--- config.mk ---
export PLATFORM = sky130hd
export DESIGN_NAME = instruction_loader
export DESIGN_NICKNAME = d
export VERILOG_FILES = /design/src/rtl/instruction_loader.sv
export SDC_FILE = /design/constraint.sdc
export NUM_CORES = 1
export LEC_CHECK = 0
export ABC_AREA = 1
export CORE_MARGIN = 1.5
export CORE_UTILIZATION = 35
export DETAILED_ROUTE_END_ITERATION = 16
export PLACE_DENSITY = 0.63
export SLEW_MARGIN = 20
export SYNTH_ARGS = -nofsm -noshare
export SYNTH_HDL_FRONTEND = slang
export SYNTH_SLANG_ARGS = --single-unit
--- constraint.sdc ---
create_clock -name i_clk -period 3.11 [get_ports i_clk]
set_input_delay 0.622 -clock i_clk [delete_from_list [all_inputs] [get_ports i_clk]]
set_output_delay 0.622 -clock i_clk [all_outputs]
set_load 0.03 [all_outputs]
--- src/rtl/instruction_loader.sv ---
// Assembles UART bytes (little-endian) into instruction words and writes them
// into the instruction memory, stopping on the halt word or a memory-full error.
module instruction_loader #(
  parameter int WORD_SIZE_IN_BYTES = 4,
  parameter int BYTE_BITS          = 8,
  parameter int MEM_SIZE_IN_WORDS  = 64,
  localparam int WORD_BITS = WORD_SIZE_IN_BYTES * BYTE_BITS,
  localparam int CNT_W     = $clog2(MEM_SIZE_IN_WORDS + 1)
) (
  input  logic                 i_clk,
  input  logic                 i_reset,
  input  logic                 i_load_start,
  input  logic [BYTE_BITS-1:0] i_rx_data,
  input  logic                 i_rx_valid,
  input  logic                 i_full_mem,
  output logic                 o_clear_mem,
  output logic                 o_write_mem,
  output logic [WORD_BITS-1:0] o_instruction,
  output logic [CNT_W-1:0]     o_word_count,
  output logic                 o_busy,
  output logic                 o_done,
  output logic                 o_error,
  output logic [2:0]           o_state
);

  typedef enum logic [2:0] {
    S_IDLE    = 3'd0,
    S_CLEAR   = 3'd1,
    S_RECEIVE = 3'd2,
    S_DONE    = 3'd3,
    S_ERROR   = 3'd4
  } state_e;

  localparam int IDX_W = (WORD_SIZE_IN_BYTES > 1) ? $clog2(WORD_SIZE_IN_BYTES) : 1;
  localparam logic [IDX_W-1:0] LAST_IDX = IDX_W'(WORD_SIZE_IN_BYTES - 1);
  localparam logic [CNT_W-1:0] MAX_CNT  = CNT_W'(MEM_SIZE_IN_WORDS);

  state_e               state_q, state_d;
  logic [IDX_W-1:0]     idx_q, idx_d;
  logic [WORD_BITS-1:0] shift_q, shift_d;
  logic [WORD_BITS-1:0] instr_q, instr_d;
  logic [CNT_W-1:0]     count_q, count_d;
  logic                 clear_q, clear_d;
  logic                 write_q, write_d;
  logic                 busy_q, busy_d;
  logic                 done_q, done_d;
  logic                 error_q, error_d;
  logic [WORD_BITS-1:0] word_full;

  always_ff @(posedge i_clk or negedge i_reset) begin
    if (!i_reset) begin
      state_q <= S_IDLE;
      idx_q   <= '0;
      shift_q <= '0;
      instr_q <= '0;
      count_q <= '0;
      clear_q <= 1'b0;
      write_q <= 1'b0;
      busy_q  <= 1'b0;
      done_q  <= 1'b0;
      error_q <= 1'b0;
    end else begin
      state_q <= state_d;
      idx_q   <= idx_d;
      shift_q <= shift_d;
      instr_q <= instr_d;
      count_q <= count_d;
      clear_q <= clear_d;
      write_q <= write_d;
      busy_q  <= busy_d;
      done_q  <= done_d;
      error_q <= error_d;
    end
  end

  always_comb begin
    state_d   = state_q;
    idx_d     = idx_q;
    shift_d   = shift_q;
    instr_d   = instr_q;
    count_d   = count_q;
    clear_d   = 1'b0;
    write_d   = 1'b0;
    done_d    = done_q;
    error_d   = error_q;
    // The last byte completes the word directly from the input lane.
    word_full = shift_q;
    word_full[WORD_BITS-1 -: BYTE_BITS] = i_rx_data;

    case (state_q)
      S_CLEAR: state_d = S_RECEIVE;
      S_RECEIVE: begin
        if (i_load_start) begin
          state_d = S_CLEAR;
          clear_d = 1'b1;
          count_d = '0;
          idx_d   = '0;
          shift_d = '0;
          done_d  = 1'b0;
          error_d = 1'b0;
        end else if (i_rx_valid) begin
          if (idx_q != LAST_IDX) begin
            shift_d[int'(idx_q)*BYTE_BITS +: BYTE_BITS] = i_rx_data;
            idx_d = idx_q + 1'b1;
          end else if (i_full_mem) begin
            state_d = S_ERROR;
            error_d = 1'b1;
            idx_d   = '0;
          end else begin
            instr_d = word_full;
            write_d = 1'b1;
            idx_d   = '0;
            if (count_q < MAX_CNT) count_d = count_q + 1'b1;
            if (&word_full) begin
              state_d = S_DONE;
              done_d  = 1'b1;
            end
          end
        end
      end
      default: begin
        if (i_load_start) begin
          state_d = S_CLEAR;
          clear_d = 1'b1;
          count_d = '0;
          idx_d   = '0;
          shift_d = '0;
          done_d  = 1'b0;
          error_d = 1'b0;
        end
      end
    endcase

    busy_d = (state_d == S_CLEAR) || (state_d == S_RECEIVE);
  end

  assign o_clear_mem   = clear_q;
  assign o_write_mem   = write_q;
  assign o_instruction = instr_q;
  assign o_word_count  = count_q;
  assign o_busy        = busy_q;
  assign o_done        = done_q;
  assign o_error       = error_q;
  assign o_state       = state_q;

endmodule

==> run summary <==
post-CTS setup-driven buffer insertion count = 0
core outline area = 0.00924 sq mm
unrepaired setup endpoints after global routing = false
number of sinks driven by the clock tree = 73
endpoints failing hold = 0
Cell variety after synth = 31
CTS tree = done
leading cell type in the layout, fill and taps excluded = sky130_fd_sc_hd__nand2_1
cell breakdown of the critical path = clkdlybuf4s50_1 -> inv_4 -> nand3_2 -> buf_12 -> nand2_1 -> o21ai_0
hold buffer count at cts = 0
worst path setup slack after routing = 983 ps
end-of-flow core utilization = 46.5%
CTS root buffer = sky130_fd_sc_hd__clkbuf_8
number of pins exceeding their max-slew limit in the final report = 0
Required @ worst endpoint = 3320 ps
number of gates resized after CTS = 0
worst clock skew = 15.1 ps
Leakage Power = 1.94 nW
remaining design rule violation count = 0
worst-path cell with the longest stage delay = sky130_fd_sc_hd__clkdlybuf4s50_1
antenna violations before repair = 0
synth warn = 0
CP max FO = 30
commonest non-fill, non-tap cells in the layout = 96 x sky130_fd_sc_hd__nand2_1, 73 x sky130_fd_sc_hd__dfrtp_1, 58 x sky130_fd_sc_hd__clkdlybuf4s50_1
power density over cell area = 651 mW/mm^2
Tightest Pin Transition = 587 ps
I/O pin count = 60
TritonCTS Buffers = 9
number of nets at the end of the flow = 473
post-placement worst setup slack = 610 ps
Reg2Reg Launch Point = idx_q[0]
overall power consumption = 2.79 mW
area of the mapped netlist = 0.00335 sq mm
delay contributed by the slowest stage of the critical path = 580 ps
via count of the first global-routing pass = 2,679
Die H = 101 um
vias per inst = 4.59
mean area per synthesized cell = 8.57 sq um
sort of element at the end of the critical path = flip-flop
number of detailed-route iterations in the first pass = 4
std cell rows = 35
number of fillers in the final layout = 913
CTS H-Tree Depth = 3
clock latency reported for the late side of the worst-skew pair = 350 ps
overall via count from detail_route = 2,697
share of cells above drive strength 1 = 8.08%
#FFs+latches synth = 73
largest net degree at the start of global routing = 31
initial standard-cell utilization of the core = 36.3%
detailed-route wire length per cell = 12.6 um
floorplan die area = 0.0102 sq mm
Reg area = 0.00183 sq mm
count of nets left with antenna violations after detail routing = 0
worst ir drop on vdd = 0.331 mV
WS Path Type = in2reg
endpoint of the worst-slack reg-to-reg timing path = o_instruction[24]
register area share after synthesis = 54.5%
horizontal die dimension = 101 um
worst reg2reg setup slack = 1040 ps
Worst Reg-to-Reg Cells = 7
gr usage total = 16.2%
Syn Inst Count = 391
total of buffers placed on input and output ports = 59
Post-Route Setup TNS = 0 ps
endpoints failing setup = 0
number of max-cap violations = 0
Starting DRT DRC Count = 158
Worst EP arrival = 2330 ps
outcome = completed
antenna diode count = 0
share of the cycle needed by the critical path after routing = 68.4%
Tightest Hold Check Type = in2async
maximum root-to-sink buffer count = 2
critical path launch point type = input pin
final wirelength = 7.39 mm
grt ovf = 0
Final GP Congestion = 0.849
clock transition at the registers of the reported paths = 80 ps
post-DP HPWL = 5.44 mm
area growth from synthesis to layout = 28.2%
area of the multi-input gates = 0.00125 sq mm
global-route wire length before repair = 12.7 mm
number of nets in the synthesized netlist = 410
max-slew headroom at the worst pin = 60.9%
maximum operating frequency = 0.470 GHz
fin crit period = 2130 ps
## registers in the layout, summed over array words and instances, names as in the netlist
| register | cells |
|---|---|
| idx_q | 2 |
| o_busy | 1 |
| o_clear_mem | 1 |
| o_done | 1 |
| o_error | 1 |
| o_instruction | 32 |
| o_state | 3 |
| o_word_count | 7 |
| o_write_mem | 1 |
| shift_q | 24 |
## report_power, final
group	leakage, nW	switching (mW)	internal [mW]	total (mW)
sequential	1.01	0.0761	1.04	1.11
clock	0.104	0.350	0.468	0.817
combinational	0.831	0.585	0.277	0.862
## metal layers
metal | wire length [um] | up-vias | track usage [%]
met2 | 3370 | 54 | 25.2
met1 | 3660 | 1282 | 21.9
met5 | 0 | - | 0
met3 | 293 | 4 | 3.95
met4 | 61 | 0 | 6.18
li1 | - | 1357 | -
## worst max path at each step
stage | start | endpoint | slack [ps]
finish | i_load_start | o_instruction[24] | 980
global route | i_load_start | o_instruction[21] | 810
CTS | o_word_count[6] | o_word_count[6] | 970
detailed placement | i_load_start | o_instruction[21] | 610
global placement | i_load_start | o_instruction[24] | 630
floorplan | idx_q[0] | shift_q[0] | 1380
## Yosys cell counts (all sizes together)
master	number	area (sq um)
or2	1	6.26
a31oi	1	6.26
dfrtp	73	1830
nand2	99	384
inv	57	216
o21a	2	15.0
xor2	2	17.5
ha	6	75.1
buf	6	41.3
clkbuf	4	15.0
o21ai	56	292
nand4	2	12.5
nand3	36	190
xnor2	1	8.76
nor3	1	16.3
nor2	35	154
nor4	1	21.3
and3	1	6.26
a21oi	7	46.3
## critical path: cells and delay by family
family	cells	cell delay, ps
simple gates	2	500
buf+inv	3	1120
compound gates	1	70
## logic make-up after synthesis
group	count (synthesis)	share of synthesized area [%]
simple gates	176	23.6
flops	73	54.5
buf+inv	67	8.14
compound gates	66	10.7
fa+ha+maj	6	2.24
xor+xnor	3	0.784
## metrics by stage
| step | std cells | hold slack [ps] | cell area, sq um |
|---|---|---|---|
| after global placement | 572 | 470 | 4080 |
| after CTS | 587 | 256 | 4290 |
| after global routing | 587 | 290 | 4290 |
| after detailed placement | 572 | 470 | 4080 |
| after floorplan | 391 | 326 | 3350 |
| final | 587 | 252 | 4290 |
## area by class of cell
type	instances	share of cell area, %
clock inverters	5	1.86
inverters	57	5.04
flip-flops and latches	73	42.5
multi-input cells	251	29.1
clock buffers	10	3.21
repair buffers	62	14.5
well taps	129	3.76
(Power assumes the default switching activity.)
